`src/rtl/adc_xy_plot_pkg.sv`:
```
`default_nettype none
// ============================================================================
// Module      : adc_xy_plot_pkg
// Description : Shared types and helpers for the ADC XY point plotter.
// Revision    : 1.0 - initial release
// ============================================================================
package adc_xy_plot_pkg;

    typedef enum logic [0:0] {
        CLEAR = 1'b0,
        RUN   = 1'b1
    } state_t;

    // Number of pixels in an h x v framebuffer.
    function automatic int pixel_count(input int h, input int v);
        return h * v;
    endfunction

    // Replicate one beam colour bit across the low 'width' bits of a channel.
    function automatic logic [31:0] colour_expand(input logic bit_in, input int width);
        logic [31:0] v;
        v = '0;
        for (int i = 0; i < 32; i++) begin
            if (i < width) begin
                v[i] = bit_in;
            end
        end
        return v;
    endfunction

endpackage
`default_nettype wire

```
`src/rtl/adc_xy_plot_if.sv`:
```
`default_nettype none
// ============================================================================
// Module      : adc_xy_plot_if
// Description : Point input and pixel-write output handshakes of the plotter.
// Revision    : 1.0 - initial release
// ============================================================================
interface adc_xy_plot_if #(
    parameter int DATA_WIDTH = 10,
    parameter int ADDR_WIDTH = 19,
    parameter int PIXEL_BITS = 12
);
    logic                  s_valid;
    logic                  s_ready;
    logic [DATA_WIDTH-1:0] s_x;
    logic [DATA_WIDTH-1:0] s_y;
    logic                  s_red;
    logic                  s_grn;
    logic                  s_blu;
    logic                  m_valid;
    logic                  m_ready;
    logic [ADDR_WIDTH-1:0] m_addr;
    logic [PIXEL_BITS-1:0] m_data;

    // The plotter: consumes points, produces framebuffer writes.
    modport slave (
        input  s_valid, s_x, s_y, s_red, s_grn, s_blu, m_ready,
        output s_ready, m_valid, m_addr, m_data
    );

    // The surrounding system: point source and framebuffer sink.
    modport master (
        output s_valid, s_x, s_y, s_red, s_grn, s_blu, m_ready,
        input  s_ready, m_valid, m_addr, m_data
    );
endinterface
`default_nettype wire

```
`src/rtl/adc_xy_plot.sv`:
```
`default_nettype none
// ============================================================================
// Module      : adc_xy_plot
// Description : Filters scaled XY points and issues single-pixel framebuffer
//               writes; sweeps the framebuffer to black on reset or clear.
// Revision    : 1.0 - initial release
// ============================================================================
module adc_xy_plot #(
    parameter int DATA_WIDTH = 10,
    parameter int H_VISIBLE  = 640,
    parameter int V_VISIBLE  = 480,
    parameter int ADDR_WIDTH = 19,
    parameter int PIXEL_BITS = 12
) (
    input  wire logic        clk,
    input  wire logic        rst,
    input  wire logic        clear,
    adc_xy_plot_if.slave     bus,
    output logic             busy,
    output logic [15:0]      drop_cnt
);
    import adc_xy_plot_pkg::*;

    localparam int                    c_npix      = pixel_count(H_VISIBLE, V_VISIBLE);
    localparam int                    c_ch        = PIXEL_BITS / 3;
    localparam logic [ADDR_WIDTH-1:0] c_last_addr = ADDR_WIDTH'(c_npix - 1);
    localparam logic [31:0]           c_h_vis     = 32'(H_VISIBLE);
    localparam logic [31:0]           c_v_vis     = 32'(V_VISIBLE);

    state_t                r_state;
    logic [ADDR_WIDTH-1:0] r_sweep;
    logic                  r_m_valid;
    logic [ADDR_WIDTH-1:0] r_m_addr;
    logic [PIXEL_BITS-1:0] r_m_data;
    logic                  r_clear_pending;
    logic [15:0]           r_drop_cnt;
    logic                  r_last_valid;
    logic [ADDR_WIDTH-1:0] r_last_addr;
    logic [PIXEL_BITS-1:0] r_last_data;

    logic                  w_out_free;
    logic                  w_s_ready;
    logic                  w_accept;
    logic                  w_offscreen;
    logic                  w_black;
    logic                  w_repeat;
    logic [ADDR_WIDTH-1:0] w_addr;
    logic [PIXEL_BITS-1:0] w_data;

    assign w_out_free  = !r_m_valid || bus.m_ready;
    assign w_s_ready   = (r_state == RUN) && !r_clear_pending && w_out_free;
    assign w_accept    = bus.s_valid && w_s_ready;
    assign w_offscreen = (32'(bus.s_x) >= c_h_vis) || (32'(bus.s_y) >= c_v_vis);
    assign w_black     = !(bus.s_red || bus.s_grn || bus.s_blu);
    assign w_addr      = ADDR_WIDTH'(32'(bus.s_y) * c_h_vis + 32'(bus.s_x));
    assign w_data      = {c_ch'(colour_expand(bus.s_red, c_ch)),
                          c_ch'(colour_expand(bus.s_grn, c_ch)),
                          c_ch'(colour_expand(bus.s_blu, c_ch))};
    assign w_repeat    = r_last_valid && (w_addr == r_last_addr) && (w_data == r_last_data);

    always_ff @(posedge clk) begin
        if (rst) begin
            r_state         <= CLEAR;
            r_sweep         <= '0;
            r_m_valid       <= 1'b0;
            r_m_addr        <= '0;
            r_m_data        <= '0;
            r_clear_pending <= 1'b0;
            r_drop_cnt      <= '0;
            r_last_valid    <= 1'b0;
            r_last_addr     <= '0;
            r_last_data     <= '0;
        end else begin
            case (r_state)
                CLEAR: begin
                    if (!r_m_valid) begin
                        r_m_valid <= 1'b1;
                        r_m_addr  <= r_sweep;
                        r_m_data  <= '0;
                    end else if (bus.m_ready) begin
                        if (r_sweep == c_last_addr) begin
                            r_state      <= RUN;
                            r_m_valid    <= 1'b0;
                            r_last_valid <= 1'b0;
                        end else begin
                            r_sweep  <= r_sweep + 1'b1;
                            r_m_addr <= r_sweep + 1'b1;
                        end
                    end
                end
                RUN: begin
                    if (r_m_valid && bus.m_ready) begin
                        r_m_valid <= 1'b0;
                    end
                    // A pending clear waits for the output register to drain,
                    // then starts the sweep with its first write already loaded.
                    if (r_clear_pending && w_out_free) begin
                        r_state         <= CLEAR;
                        r_clear_pending <= 1'b0;
                        r_sweep         <= '0;
                        r_m_valid       <= 1'b1;
                        r_m_addr        <= '0;
                        r_m_data        <= '0;
                    end else begin
                        if (clear) begin
                            r_clear_pending <= 1'b1;
                        end
                        if (w_accept && !clear) begin
                            if (w_offscreen) begin
                                if (r_drop_cnt != 16'hFFFF) begin
                                    r_drop_cnt <= r_drop_cnt + 16'd1;
                                end
                            end else if (!w_black && !w_repeat) begin
                                r_m_valid    <= 1'b1;
                                r_m_addr     <= w_addr;
                                r_m_data     <= w_data;
                                r_last_valid <= 1'b1;
                                r_last_addr  <= w_addr;
                                r_last_data  <= w_data;
                            end
                        end
                    end
                end
                default: r_state <= CLEAR;
            endcase
        end
    end

    assign bus.s_ready = w_s_ready;
    assign bus.m_valid = r_m_valid;
    assign bus.m_addr  = r_m_addr;
    assign bus.m_data  = r_m_data;
    assign busy        = (r_state == CLEAR);
    assign drop_cnt    = r_drop_cnt;

endmodule
`default_nettype wire
```
`src/flat_wrapper.sv`:
```
// flat-port wrapper written by rule: the top's interface ports become plain ports
module adc_xy_plot_flat import adc_xy_plot_pkg::*;
#(
    parameter int DATA_WIDTH = 10,
    parameter int H_VISIBLE  = 640,
    parameter int V_VISIBLE  = 480,
    parameter int ADDR_WIDTH = 19,
    parameter int PIXEL_BITS = 12
)
  (clk, rst, clear, busy, drop_cnt, bus_s_valid, bus_s_x, bus_s_y, bus_s_red, bus_s_grn, bus_s_blu, bus_m_ready, bus_s_ready, bus_m_valid, bus_m_addr, bus_m_data);
  adc_xy_plot_if #(.DATA_WIDTH(DATA_WIDTH), .ADDR_WIDTH(ADDR_WIDTH), .PIXEL_BITS(PIXEL_BITS)) bus_i ();
  input  wire logic clk;
  input  wire logic rst;
  input  wire logic clear;
  output logic busy;
  output logic [15:0] drop_cnt;
  input wire logic [$bits(bus_i.s_valid)-1:0] bus_s_valid;
  input wire logic [$bits(bus_i.s_x)-1:0] bus_s_x;
  input wire logic [$bits(bus_i.s_y)-1:0] bus_s_y;
  input wire logic [$bits(bus_i.s_red)-1:0] bus_s_red;
  input wire logic [$bits(bus_i.s_grn)-1:0] bus_s_grn;
  input wire logic [$bits(bus_i.s_blu)-1:0] bus_s_blu;
  input wire logic [$bits(bus_i.m_ready)-1:0] bus_m_ready;
  output wire logic [$bits(bus_i.s_ready)-1:0] bus_s_ready;
  output wire logic [$bits(bus_i.m_valid)-1:0] bus_m_valid;
  output wire logic [$bits(bus_i.m_addr)-1:0] bus_m_addr;
  output wire logic [$bits(bus_i.m_data)-1:0] bus_m_data;
  assign bus_i.s_valid = bus_s_valid;
  assign bus_i.s_x = bus_s_x;
  assign bus_i.s_y = bus_s_y;
  assign bus_i.s_red = bus_s_red;
  assign bus_i.s_grn = bus_s_grn;
  assign bus_i.s_blu = bus_s_blu;
  assign bus_i.m_ready = bus_m_ready;
  assign bus_s_ready = bus_i.s_ready;
  assign bus_m_valid = bus_i.m_valid;
  assign bus_m_addr = bus_i.m_addr;
  assign bus_m_data = bus_i.m_data;
  adc_xy_plot #(.DATA_WIDTH(DATA_WIDTH), .H_VISIBLE(H_VISIBLE), .V_VISIBLE(V_VISIBLE), .ADDR_WIDTH(ADDR_WIDTH), .PIXEL_BITS(PIXEL_BITS)) u_core (.clk(clk), .rst(rst), .clear(clear), .bus(bus_i), .busy(busy), .drop_cnt(drop_cnt));
endmodule
```
`config.mk`:
```
export PLATFORM = sky130hd
export DESIGN_NAME = adc_xy_plot_flat
export DESIGN_NICKNAME = d
export VERILOG_FILES = /design/src/rtl/adc_xy_plot_pkg.sv /design/src/rtl/adc_xy_plot_if.sv /design/src/rtl/adc_xy_plot.sv /design/src/flat_wrapper.sv
export SDC_FILE = /design/constraint.sdc
export NUM_CORES = 1
export LEC_CHECK = 0
export ABC_AREA = 1
export CORE_MARGIN = 2
export CORE_UTILIZATION = 45
export CTS_CLUSTER_DIAMETER = 150
export DETAILED_ROUTE_END_ITERATION = 6
export PLACE_DENSITY = 0.64
export SYNTH_ARGS = -nofsm -noshare
export SYNTH_HDL_FRONTEND = slang
export SYNTH_SLANG_ARGS = --single-unit
export TNS_END_PERCENT = 30
```
`constraint.sdc`:
```
create_clock -name clk -period 5.97 [get_ports clk]
set_input_delay 0.8955 -clock clk [delete_from_list [all_inputs] [get_ports clk]]
set_output_delay 0.8955 -clock clk [all_outputs]
set_load 0.01 [all_outputs]
```
==> results of run 1 <==
==> worst min path at each step <==
stage,cells after the start,end,from
after floorplan,2,u_core.r_last_valid$_SDFFE_PP0P_,u_core.r_last_valid$_SDFFE_PP0P_
after global placement,2,u_core.r_last_addr[1]$_SDFFE_PP0P_,u_core.r_last_addr[1]$_SDFFE_PP0P_
after detailed placement,2,u_core.r_last_addr[3]$_SDFFE_PP0P_,u_core.r_last_addr[3]$_SDFFE_PP0P_
after CTS,2,u_core.r_last_addr[3]$_SDFFE_PP0P_,u_core.r_last_addr[3]$_SDFFE_PP0P_
after global routing,2,u_core.r_last_addr[18]$_SDFFE_PP0P_,u_core.r_last_addr[18]$_SDFFE_PP0P_
final,2,u_core.r_last_addr[1]$_SDFFE_PP0P_,u_core.r_last_addr[1]$_SDFFE_PP0P_
==> metal layers <==
metal	up-vias	GRT usage
met5	-	0
met4	0	0.0837
met3	23	0.0471
met2	124	0.381
met1	2395	0.279
li1	2724	-
==> through the flow <==
stage | cells | power (mW) | worst slack, ns | hold WS (ns) | util
global placement | 994 | 0.836 | 1.22 | 0.442 | 0.533
floorplan | 803 | 0.758 | 2.42 | 0.433 | -
finish | 1010 | 1.45 | 1.48 | 0.457 | 0.563
CTS | 1010 | 1.46 | 1.47 | 0.461 | 0.563
detailed placement | 994 | 0.840 | 1.12 | 0.451 | 0.533
global route | 1010 | 1.53 | 1.06 | 0.493 | 0.563
==> cells in the mapped netlist (13+ instances only) <==
master	instances
nand2_1	177
inv_1	103
nor2_1	100
dfxtp_1	83
a21oi_1	58
nand3_1	43
o21ai_0	39
ha_1	21
nand4_1	18
clkbuf_1	14
nand2_2	14
xor2_1	14
nor3_1	13
==> final cells by class <==
cell class	instances	share of cell area
clock buffers	11	0.0392
clock inverters	5	0.0130
inverters	110	0.0642
multi-input cells	576	0.473
flip-flops and latches	83	0.258
well taps	143	0.0277
repair buffers	82	0.125
==> power by group <==
group          leakage (nW)  total [mW]  internal [mW]  switching [mW]
Sequential            0.672       0.567          0.561         0.00570
Combinational          1.79       0.262          0.100           0.162
Clock                 0.158       0.624          0.391           0.233
Total                  2.62        1.45           1.05           0.401
==> flip-flops by register name (all words and copies together) (netlist names) <==
signal,flops
u_core.bus.m_addr,19
u_core.r_last_addr,19
u_core.r_sweep,19
u_core.drop_cnt,16
u_core.bus.m_data,3
u_core.r_last_data,3
u_core.bus.m_valid,1
u_core.r_clear_pending,1
u_core.r_last_valid,1
u_core.r_state,1
==> logic make-up after synthesis <==
group / share of synthesized area
DFF: 0.312
adders and majority gates: 0.0568
xor gates and xnor gates: 0.0312
AOI/OAI and AO/OA: 0.155
and+or+nand+nor: 0.330
buffers and inverters: 0.115
==> worst reg2reg max path, delay by kind of cell (launching register included) <==
kind	cells	cell delay, ns
AND/OR/NAND/NOR	5	1.19
flip-flops	1	0.36
AO/OA/AOI/OAI	2	0.68
buffers and inverters	2	0.64
==> flow_metrics.py, run 1 <==
metrics = {
    "worst_setup_path": {
        "worstReg2RegStart": "u_core.bus.m_valid$_SDFF_PP0_",
        "crit_required_ns": 6.25,
        "cp_common_cell": "nand2_1",
        "end_kind": "register",
        "crit_fanout": 20,
        "path_buf_inv": 2,
        "cp_top_family": "simple AND/OR/NAND/NOR gates",
        "reg2reg_depth": 9,
        "crit_cells": 22,
        "crit_path_cell_trace": "clkdlybuf4s50_1 > ha_1 > ha_1 > fa_1 > nand2_1 > nor2_1 > nand2_1 > nand2_1 > nand2_2 > nor2_4 > nand3_2 > clkinv_2 > nand2_1 > nand2_1 > nand2_1 > nand2_1 > nand2_1 > nand3_2 > nand2_2 > a21boi_2 > nand2_1 > a21oi_2",
        "endpoint": "u_core.bus.m_addr[18]$_SDFFE_PP0P_",
        "cpPeakStageDelay_ns": 0.77,
        "startpoint": "bus_s_y[1]",
        "slowest_stage": "a21boi_2",
        "crit_arrival_ns": 4.77,
        "worst-setup-path-type": "input pin to register",
        "start_kind": "input pin",
        "timing.rr.end": "u_core.bus.m_addr[17]$_SDFFE_PP0P_",
        "r2r_slack_ns": 2.99,
    },
    "floorplanning": {
        "io_pins": 78,
        "die_width_um": 113,
        "dieArea_um2": 12700,
        "start_util": 0.465,
        "die_h_um": 113,
        "core_um2": 11500,
        "row_count": 39,
    },
    "placed_design": {
        "postPlaceCellArea_um2": 6120,
        "gp_congestion": 0.923,
        "dp_hpwl_um": 10400,
        "place.port_buffers": 77,
    },
    "timing": {
        "fin_crit_sh": 0.752,
        "setup_violations": 0,
        "worst_pin_slew_ns": 1.13,
        "finalSetupTns_ns": 0,
        "final_hold_viol_count": 0,
        "slew_headroom": 0.245,
        "slew_violations": 0,
        "rsz0062_at_grt": "no",
        "min_period_ns": 4.49,
        "skew_ns": 0.00865,
        "max_freq_ghz": 0.223,
    },
    "route": {
        "met1Wirelength_um": 6330,
        "firstDrtPassIters": 5,
        "avgRoutedWirePerCell_um": 13.7,
        "vias": 5266,
        "ant_nets": 0,
        "vias_per_cell": 5.21,
        "drt-total-wl_um": 13900,
        "drc": 0,
        "drtIter0Drc": 324,
        "top_layer_used": "met4",
        "dr_wl_met3_um": 644,
        "met2_wirelength_um": 6580,
    },
    "clocking": {
        "cts_tree": "done",
        "clk_latency_ns": 0.35,
        "cts_buffers": 9,
        "clockBufferDepth": 2,
        "ctsHoldBuffers": 0,
        "postCtsSetupBuffers": 0,
        "cts_resized": 0,
        "clkTransAtPathRegs_ns": 0.06,
        "clock-sinks": 83,
        "cts.htree.levels": 3,
        "cts_root_buf": "clkbuf_16",
    },
    "power_and_ir_drop": {
        "p_leak_nw": 2.62,
        "max-vdd-ir-drop_uv": 166,
        "power_density_nw_per_um2": 225,
    },
    "layout": {
        "syn_to_final_growth_pct": 21.1,
        "seq_area_um2": 1660,
        "diodes": 0,
        "final_cell_mix": "nand2_1, inv_1, nor2_1",
        "finalInstanceArea_um2": 6450,
        "layout_commonest_cell": "nand2_1",
        "drive_above_1_share": 0.0692,
        "fin_nets": 913,
        "n_fill_cell": 1143,
        "multi_input_area_um2": 3050,
    },
    "logic_synthesis": {
        "syn_area_per_cell_um2": 6.63,
        "synth_edf_count": 0,
        "netlist_area_um2": 5330,
        "yosys.area.top_type": "dfxtp_1",
        "syn_inst": 803,
        "synth_async_sr_flop_share": 0,
        "synth_top_area_share": 0.312,
        "synth_cell_types": 50,
        "yosys_warnings": 0,
        "syn_nets": 854,
        "synthFlopType": "dfxtp_1",
        "yosysSeqAreaShare": 0.312,
        "ys_top_cells_by_area": "dfxtp_1, nand2_1, inv_1",
        "ys_ff_latch": 83,
    },
    "grt": {
        "grt_pass1_wl_um": 23100,
        "grt_pass1_vias": 4928,
        "grt_start_max_net_pins": 47,
        "grt-ovfl-total": 0,
        "antenna_found_initial": 0,
        "grt_usage": 0.224,
    },
    "min_path": {
        "hold_class": "register to register",
    },
    "run": {
        "max-cap-violations": 0,
    },
    "outcome": {
        "status": "completed",
    },
}
Power figures use the tool's default switching activity.
==> run 2, diff against run 1 <==
clock period = 4.2 ns   (was 5.97 ns; I/O delays follow)
==> run 2 against run 1 <==
- die area is the same
- hold slack is essentially flat
- routed wire length grew 1.6%
- clock power grew 49%
- final cell count grew 0.50%
- clock skew shrank 0.0039 ns
- core utilization grew 0.62 points
- via count grew 0.42%
- sequential power grew 42%
- worst setup slack lost 1.1 ns
- critical path depth grew 1
==> flow_metrics.py, run 2 (synthesis results as in run 1) <==
metrics = {
    "outcome": {
        "status": "completed",
    },
    "grt": {
        "grt_start_max_net_pins": 37,
        "grt-ovfl-total": 0,
        "grt_pass1_wl_um": 23300,
        "grt_usage": 0.224,
        "use_met2": 0.393,
        "grt_pass1_vias": 4991,
        "grt_use_met3": 0.0530,
        "antenna_found_initial": 0,
        "grt_most_used_layer": "met2",
        "grt_util_met1": 0.274,
    },
    "clocking": {
        "clockBufferDepth": 2,
        "clk_latency_ns": 0.34,
        "cts.htree.levels": 3,
        "clkTransAtPathRegs_ns": 0.06,
        "ctsHoldBuffers": 0,
        "cts_buffers": 9,
        "cts_tree": "done",
        "clock-sinks": 83,
        "cts_root_buf": "clkbuf_16",
    },
    "route": {
        "drtIter0Drc": 339,
        "firstDrtPassIters": 5,
        "ant_nets": 0,
        "drc": 0,
        "drt-total-wl_um": 14100,
        "vias": 5288,
        "vias_per_cell": 5.21,
        "avgRoutedWirePerCell_um": 13.9,
    },
    "layout": {
        "fin_util": 0.569,
        "n_fill_cell": 1120,
        "layout_commonest_cell": "nand2_1",
        "drive_above_1_share": 0.0745,
        "syn_to_final_growth_pct": 22.5,
        "final_cell_mix": "nand2_1, inv_1, nor2_1",
        "diodes": 0,
        "fin_nets": 918,
    },
    "worst_setup_path": {
        "crit_fanout": 11,
        "cpPeakStageDelay_ns": 0.56,
        "crit_arrival_ns": 4.03,
        "timing.rr.end": "u_core.r_sweep[1]$_SDFFE_PP0P_",
        "r2r_slack_ns": 1.32,
        "worst-setup-path-type": "input pin to register",
        "crit_cells": 23,
        "cp_top_family": "simple AND/OR/NAND/NOR gates",
        "path_buf_inv": 2,
        "slowest_stage": "fa_1",
        "reg2reg_depth": 14,
        "worstReg2RegStart": "u_core.r_sweep[0]$_SDFFE_PP0P_",
        "start_kind": "input pin",
        "crit_required_ns": 4.44,
        "cp_common_cell": "nand2_1",
        "end_kind": "register",
        "crit_path_cell_trace": "clkdlybuf4s50_1 > ha_1 > ha_1 > fa_1 > nand2_1 > nor2_1 > nand2_1 > nand2_1 > nand2_2 > nor2_4 > nand3_2 > clkinv_2 > nand2_1 > nand2_1 > nand2_1 > nand2_1 > nand2_1 > nand3_2 > nand3_4 > nand2_1 > nand2_1 > nor2_1 > nor2_1",
    },
    "floorplanning": {
        "dieArea_um2": 12700,
        "die_h_um": 113,
        "io_pins": 78,
        "row_count": 39,
        "core_um2": 11500,
        "start_util": 0.465,
        "die_width_um": 113,
    },
    "timing": {
        "setup_violations": 0,
        "slew_violations": 0,
        "skew_ns": 0.00479,
        "min_period_ns": 3.80,
        "slew_headroom": 0.521,
        "worst_pin_slew_ns": 0.717,
        "max_freq_ghz": 0.263,
        "final_hold_viol_count": 0,
        "fin_crit_sh": 0.904,
        "rsz0062_at_grt": "no",
    },
    "placed_design": {
        "dp_hpwl_um": 10500,
        "place.port_buffers": 77,
        "gp_congestion": 0.895,
    },
    "power_and_ir_drop": {
        "power_density_nw_per_um2": 323,
        "max-vdd-ir-drop_uv": 256,
        "p_leak_nw": 2.67,
        "total_power_mw": 2.11,
    },
    "run": {
        "max-cap-violations": 0,
    },
    "min_path": {
        "holdPathStages": 2,
        "hold_class": "register to register",
        "min_from": "u_core.r_last_addr[5]$_SDFFE_PP0P_",
        "min_to": "u_core.r_last_addr[5]$_SDFFE_PP0P_",
    },
}
==> run 2: cell types whose count changed in the layout (fill, tap and decap cells not counted), sizes merged <==
cell,change
buf,+5
bufinv,+1
clkbuf,-1
clkinv,+1
clkinvlp,-1
==> run 2: worst reg2reg max path, delay by kind of cell, from the launching register on <==
kind                       cells  cell delay [ns]
adders and majority gates      1             0.24
and+or+nand+nor               11             1.61
DFF                            1             0.53
buffers and inverters          1             0.29
AOI/OAI and AO/OA              1             0.14
==> run 2: what timing repair did <==
action	in CTS	in global routing
endpoints found under the setup margin	0	2
gates resized for setup	0	1
setup buffers	0	0
==> run 2: report_power, final <==
group / leakage (nW) / internal, mW / switching, mW
clock network: 0.169 / 0.598 / 0.330
registers: 0.672 / 0.798 / 0.00846
logic: 1.83 / 0.144 / 0.231
==> run 2: final cells by class <==
cell class	instances	area (µm²)	share of cell area
Inverter	110	414	0.0635
Multi-Input combinational cell	576	3060	0.469
Tap cell	143	179	0.0274
Clock inverter	6	111	0.0171
Clock buffer	10	239	0.0366
Sequential cell	83	1660	0.255
Timing Repair Buffer	87	858	0.132
==> run 2: worst max path at each step <==
stage,from,slack (ns),endpoint
after global routing,bus_s_y[1],0.03,u_core.bus.m_data[3]$_SDFFE_PP0P_
after floorplan,bus_s_y[1],0.91,u_core.bus.m_addr[18]$_SDFFE_PP0P_
after CTS,bus_s_y[1],0.31,u_core.bus.m_addr[2]$_SDFFE_PP0P_
after global placement,bus_s_y[1],0.09,u_core.bus.m_addr[17]$_SDFFE_PP0P_
final,bus_s_y[1],0.40,u_core.bus.m_data[3]$_SDFFE_PP0P_
after detailed placement,bus_s_y[1],-0.05,u_core.bus.m_addr[12]$_SDFFE_PP0P_
==> run 2: layer usage <==
layer	share of wire	routed length, µm
met5	0	0
met4	0.017	238
met3	0.046	654
met2	0.49	6930
met1	0.44	6270
==> run 2: metrics by stage <==
stage / TNS (ns) / worst slack (ns) / std cells / area [µm²] / hold slack (ns)
3_5_place_dp: -0.461 / -0.0469 / 999 / 6170 / 0.451
4_1_cts: 0 / 0.307 / 1015 / 6520 / 0.461
6_report: 0 / 0.402 / 1015 / 6520 / 0.457
3_3_place_gp: 0 / 0.0921 / 999 / 6170 / 0.442
5_1_grt: 0 / 0.0257 / 1015 / 6520 / 0.482
2_1_floorplan: 0 / 0.913 / 803 / 5330 / 0.433
==> run 3, diff against run 2 <==
ABC_AREA = unset   (was 1)
==> run 3 against run 2 <==
- routed wire length hardly changed
- largest power group is now registers
- via count is 9.3% lower
- worst setup slack worse by 0.21 ns
- final area is 0.54% higher
- global-route usage rose by 0.39 points
- core utilization increased by 0.80 points
==> flow_metrics.py, run 3 <==
metrics = {
    "logic_synthesis": {
        "synth-xor-area-share": 0.105,
        "yosys.area_share.simple": 0.226,
        "synth_top_family_by_area": "simple AND/OR/NAND/NOR gates",
        "ys_top_cells_by_area": "dfxtp_1, nor2_1, xor2_1",
        "synth_async_sr_flop_share": 0,
        "synth_fa_ha_area_frac": 0.0578,
        "yosys.area.top_type": "dfxtp_1",
        "syn_nets": 660,
        "synth_edf_count": 0,
        "yosys-top-cells-count": "nor2_1, dfxtp_1, nand2_1",
        "synth_most_common_cell": "nor2_1",
        "syn_inst": 609,
        "netlist_area_um2": 5240,
        "synthFlopType": "dfxtp_1",
        "synth_cell_types": 74,
        "muxShareOfSynthArea": 0.0306,
        "synth_top_area_share": 0.317,
        "synth-compound-area-share": 0.213,
        "syn_area_per_cell_um2": 8.60,
        "yosys_warnings": 0,
        "ys_ff_latch": 83,
        "yosysSeqAreaShare": 0.317,
    },
    "layout": {
        "syn_to_final_growth_pct": 25.2,
        "post_layout_nonfiller_instances": 835,
        "fin_nets": 739,
        "finalInstanceArea_um2": 6560,
        "diodes": 0,
        "final_cell_mix": "nor2_1, dfxtp_1, clkdlybuf4s50_1",
        "drive_above_1_share": 0.136,
        "layout_commonest_cell": "nor2_1",
    },
    "power_and_ir_drop": {
        "p_clk_frac": 0.395,
        "switching_share": 0.263,
        "max-vdd-ir-drop_uv": 237,
        "internal-power_mw": 1.48,
        "combPwrFrac": 0.204,
        "power_density_nw_per_um2": 307,
        "seqPwrFrac": 0.401,
        "p_sw_mw": 0.530,
        "p_leak_nw": 2.43,
    },
    "worst_setup_path": {
        "endpoint": "u_core.bus.m_data[10]$_SDFFE_PP0P_",
        "worstReg2RegStart": "u_core.r_sweep[0]$_SDFFE_PP0P_",
        "start_kind": "input pin",
        "worst-setup-path-type": "input pin to register",
        "startpoint": "bus_s_y[1]",
        "end_kind": "register",
        "timing.rr.end": "u_core.bus.m_addr[15]$_SDFFE_PP0P_",
        "r2r_slack_ns": 1.26,
        "reg2reg_depth": 10,
        "crit_fanout": 7,
        "crit_arrival_ns": 4.29,
        "crit_required_ns": 4.48,
    },
    "grt": {
        "grt_pass1_vias": 4702,
        "antenna_found_initial": 0,
        "grt_usage": 0.228,
        "grt-ovfl-total": 0,
        "grt_pass1_wl_um": 23400,
        "grt_start_max_net_pins": 43,
    },
    "timing": {
        "worst_pin_slew_ns": 0.683,
        "final_hold_viol_count": 0,
        "rsz0062_at_grt": "no",
        "fin_crit_sh": 0.955,
        "skew_ns": 0.00850,
        "slew_headroom": 0.542,
        "max_freq_ghz": 0.249,
        "slew_violations": 0,
        "min_period_ns": 4.01,
        "setup_violations": 0,
    },
    "floorplanning": {
        "start_util": 0.461,
        "dieArea_um2": 12500,
        "die_h_um": 112,
        "row_count": 39,
        "die_width_um": 112,
        "core_um2": 11400,
        "io_pins": 78,
    },
    "route": {
        "drt-total-wl_um": 14100,
        "vias": 4796,
        "vias_per_cell": 5.74,
        "drc": 0,
        "firstDrtPassIters": 5,
        "ant_nets": 0,
        "drtIter0Drc": 294,
        "avgRoutedWirePerCell_um": 16.9,
    },
    "clocking": {
        "clkTransAtPathRegs_ns": 0.06,
        "clock-sinks": 83,
        "cts_tree": "done",
        "cts.htree.levels": 3,
        "ctsHoldBuffers": 0,
        "postCtsSetupBuffers": 0,
        "clockBufferDepth": 2,
        "cts_resized": 0,
        "cts_buffers": 9,
        "cts_root_buf": "clkbuf_16",
        "clk_latency_ns": 0.34,
    },
    "placed_design": {
        "gp_congestion": 0.821,
        "place_inst": 820,
        "place.port_buffers": 77,
        "postPlaceCellArea_um2": 6220,
        "dp_hpwl_um": 10400,
    },
    "outcome": {
        "status": "completed",
    },
    "min_path": {
        "hold_class": "register to register",
    },
    "run": {
        "max-cap-violations": 0,
    },
}
[run 3: worst min path at each step]
stage / slack (ns) / cells past startpoint / to / start
after global placement: 0.46 / 2 / u_core.bus.m_addr[14]$_SDFFE_PP0P_ / u_core.bus.m_addr[14]$_SDFFE_PP0P_
after detailed placement: 0.46 / 2 / u_core.bus.m_addr[14]$_SDFFE_PP0P_ / u_core.bus.m_addr[14]$_SDFFE_PP0P_
after global routing: 0.51 / 2 / u_core.bus.m_addr[14]$_SDFFE_PP0P_ / u_core.bus.m_addr[14]$_SDFFE_PP0P_
after floorplan: 0.47 / 2 / u_core.r_last_valid$_SDFFE_PP0P_ / u_core.r_last_valid$_SDFFE_PP0P_
after CTS: 0.48 / 2 / u_core.bus.m_addr[14]$_SDFFE_PP0P_ / u_core.bus.m_addr[14]$_SDFFE_PP0P_
final: 0.48 / 2 / u_core.bus.m_addr[14]$_SDFFE_PP0P_ / u_core.bus.m_addr[14]$_SDFFE_PP0P_
[run 3: logic make-up after synthesis]
group           count (synthesis)
fa+ha+maj                      23
buf+inv                        50
compound gates                143
xor+xnor                       59
mux                            16
simple gates                  235
flops                          83
[run 3: metal layers]
layer	up-vias	part of all wire	track usage
li1	2362	-	-
met1	2307	0.46	0.295
met2	111	0.48	0.385
met3	16	0.042	0.0430
met4	0	0.017	0.0741
met5	-	0	0
[run 3: stage by stage]
| stage | worst slack (ns) | util | hold WS [ns] | TNS [ns] | power [mW] |
|---|---|---|---|---|---|
| after floorplan | 0.517 | - | 0.469 | 0 | 1.07 |
| after global placement | -0.114 | 0.547 | 0.462 | -2.16 | 1.22 |
| after detailed placement | -0.189 | 0.547 | 0.463 | -5.30 | 1.23 |
| after CTS | 0.156 | 0.573 | 0.478 | 0 | 2.02 |
| after global routing | 0.0219 | 0.577 | 0.507 | 0 | 2.09 |
| final | 0.187 | 0.577 | 0.478 | 0 | 2.01 |
[run 3: power groups by stage]
stage          Combinational, mW  Clock, mW  Sequential (mW)
2_1_floorplan              0.249          0            0.825
3_5_place_dp               0.402          0            0.823
6_report                   0.411      0.794            0.806
4_1_cts                    0.405      0.808            0.805
3_3_place_gp               0.396          0            0.823
5_1_grt                    0.449      0.834            0.806
[run 3: critical path, stage by stage]
cell and delay [ns]:
clkdlybuf4s50_1 0.44, ha_1 0.31, ha_1 0.23, fa_1 0.43, a211o_1 0.33, nand3_1 0.11
nand4_1 0.14, or3_1 0.41, a221oi_2 0.27, o2111ai_2 0.16, o21a_4 0.29, buf_4 0.17
o21ai_2 0.18, a32o_1 0.20
[run 3: final cells by class]
class                      instances  area [µm²]
clock buffer                      13         260
clock inverter                     2        35.0
fill                            1026        4810
inverter                           7        26.3
multi-input combinational        476        3360
sequential                        83        1660
tap                              143         179
timing repair buffer             111        1030
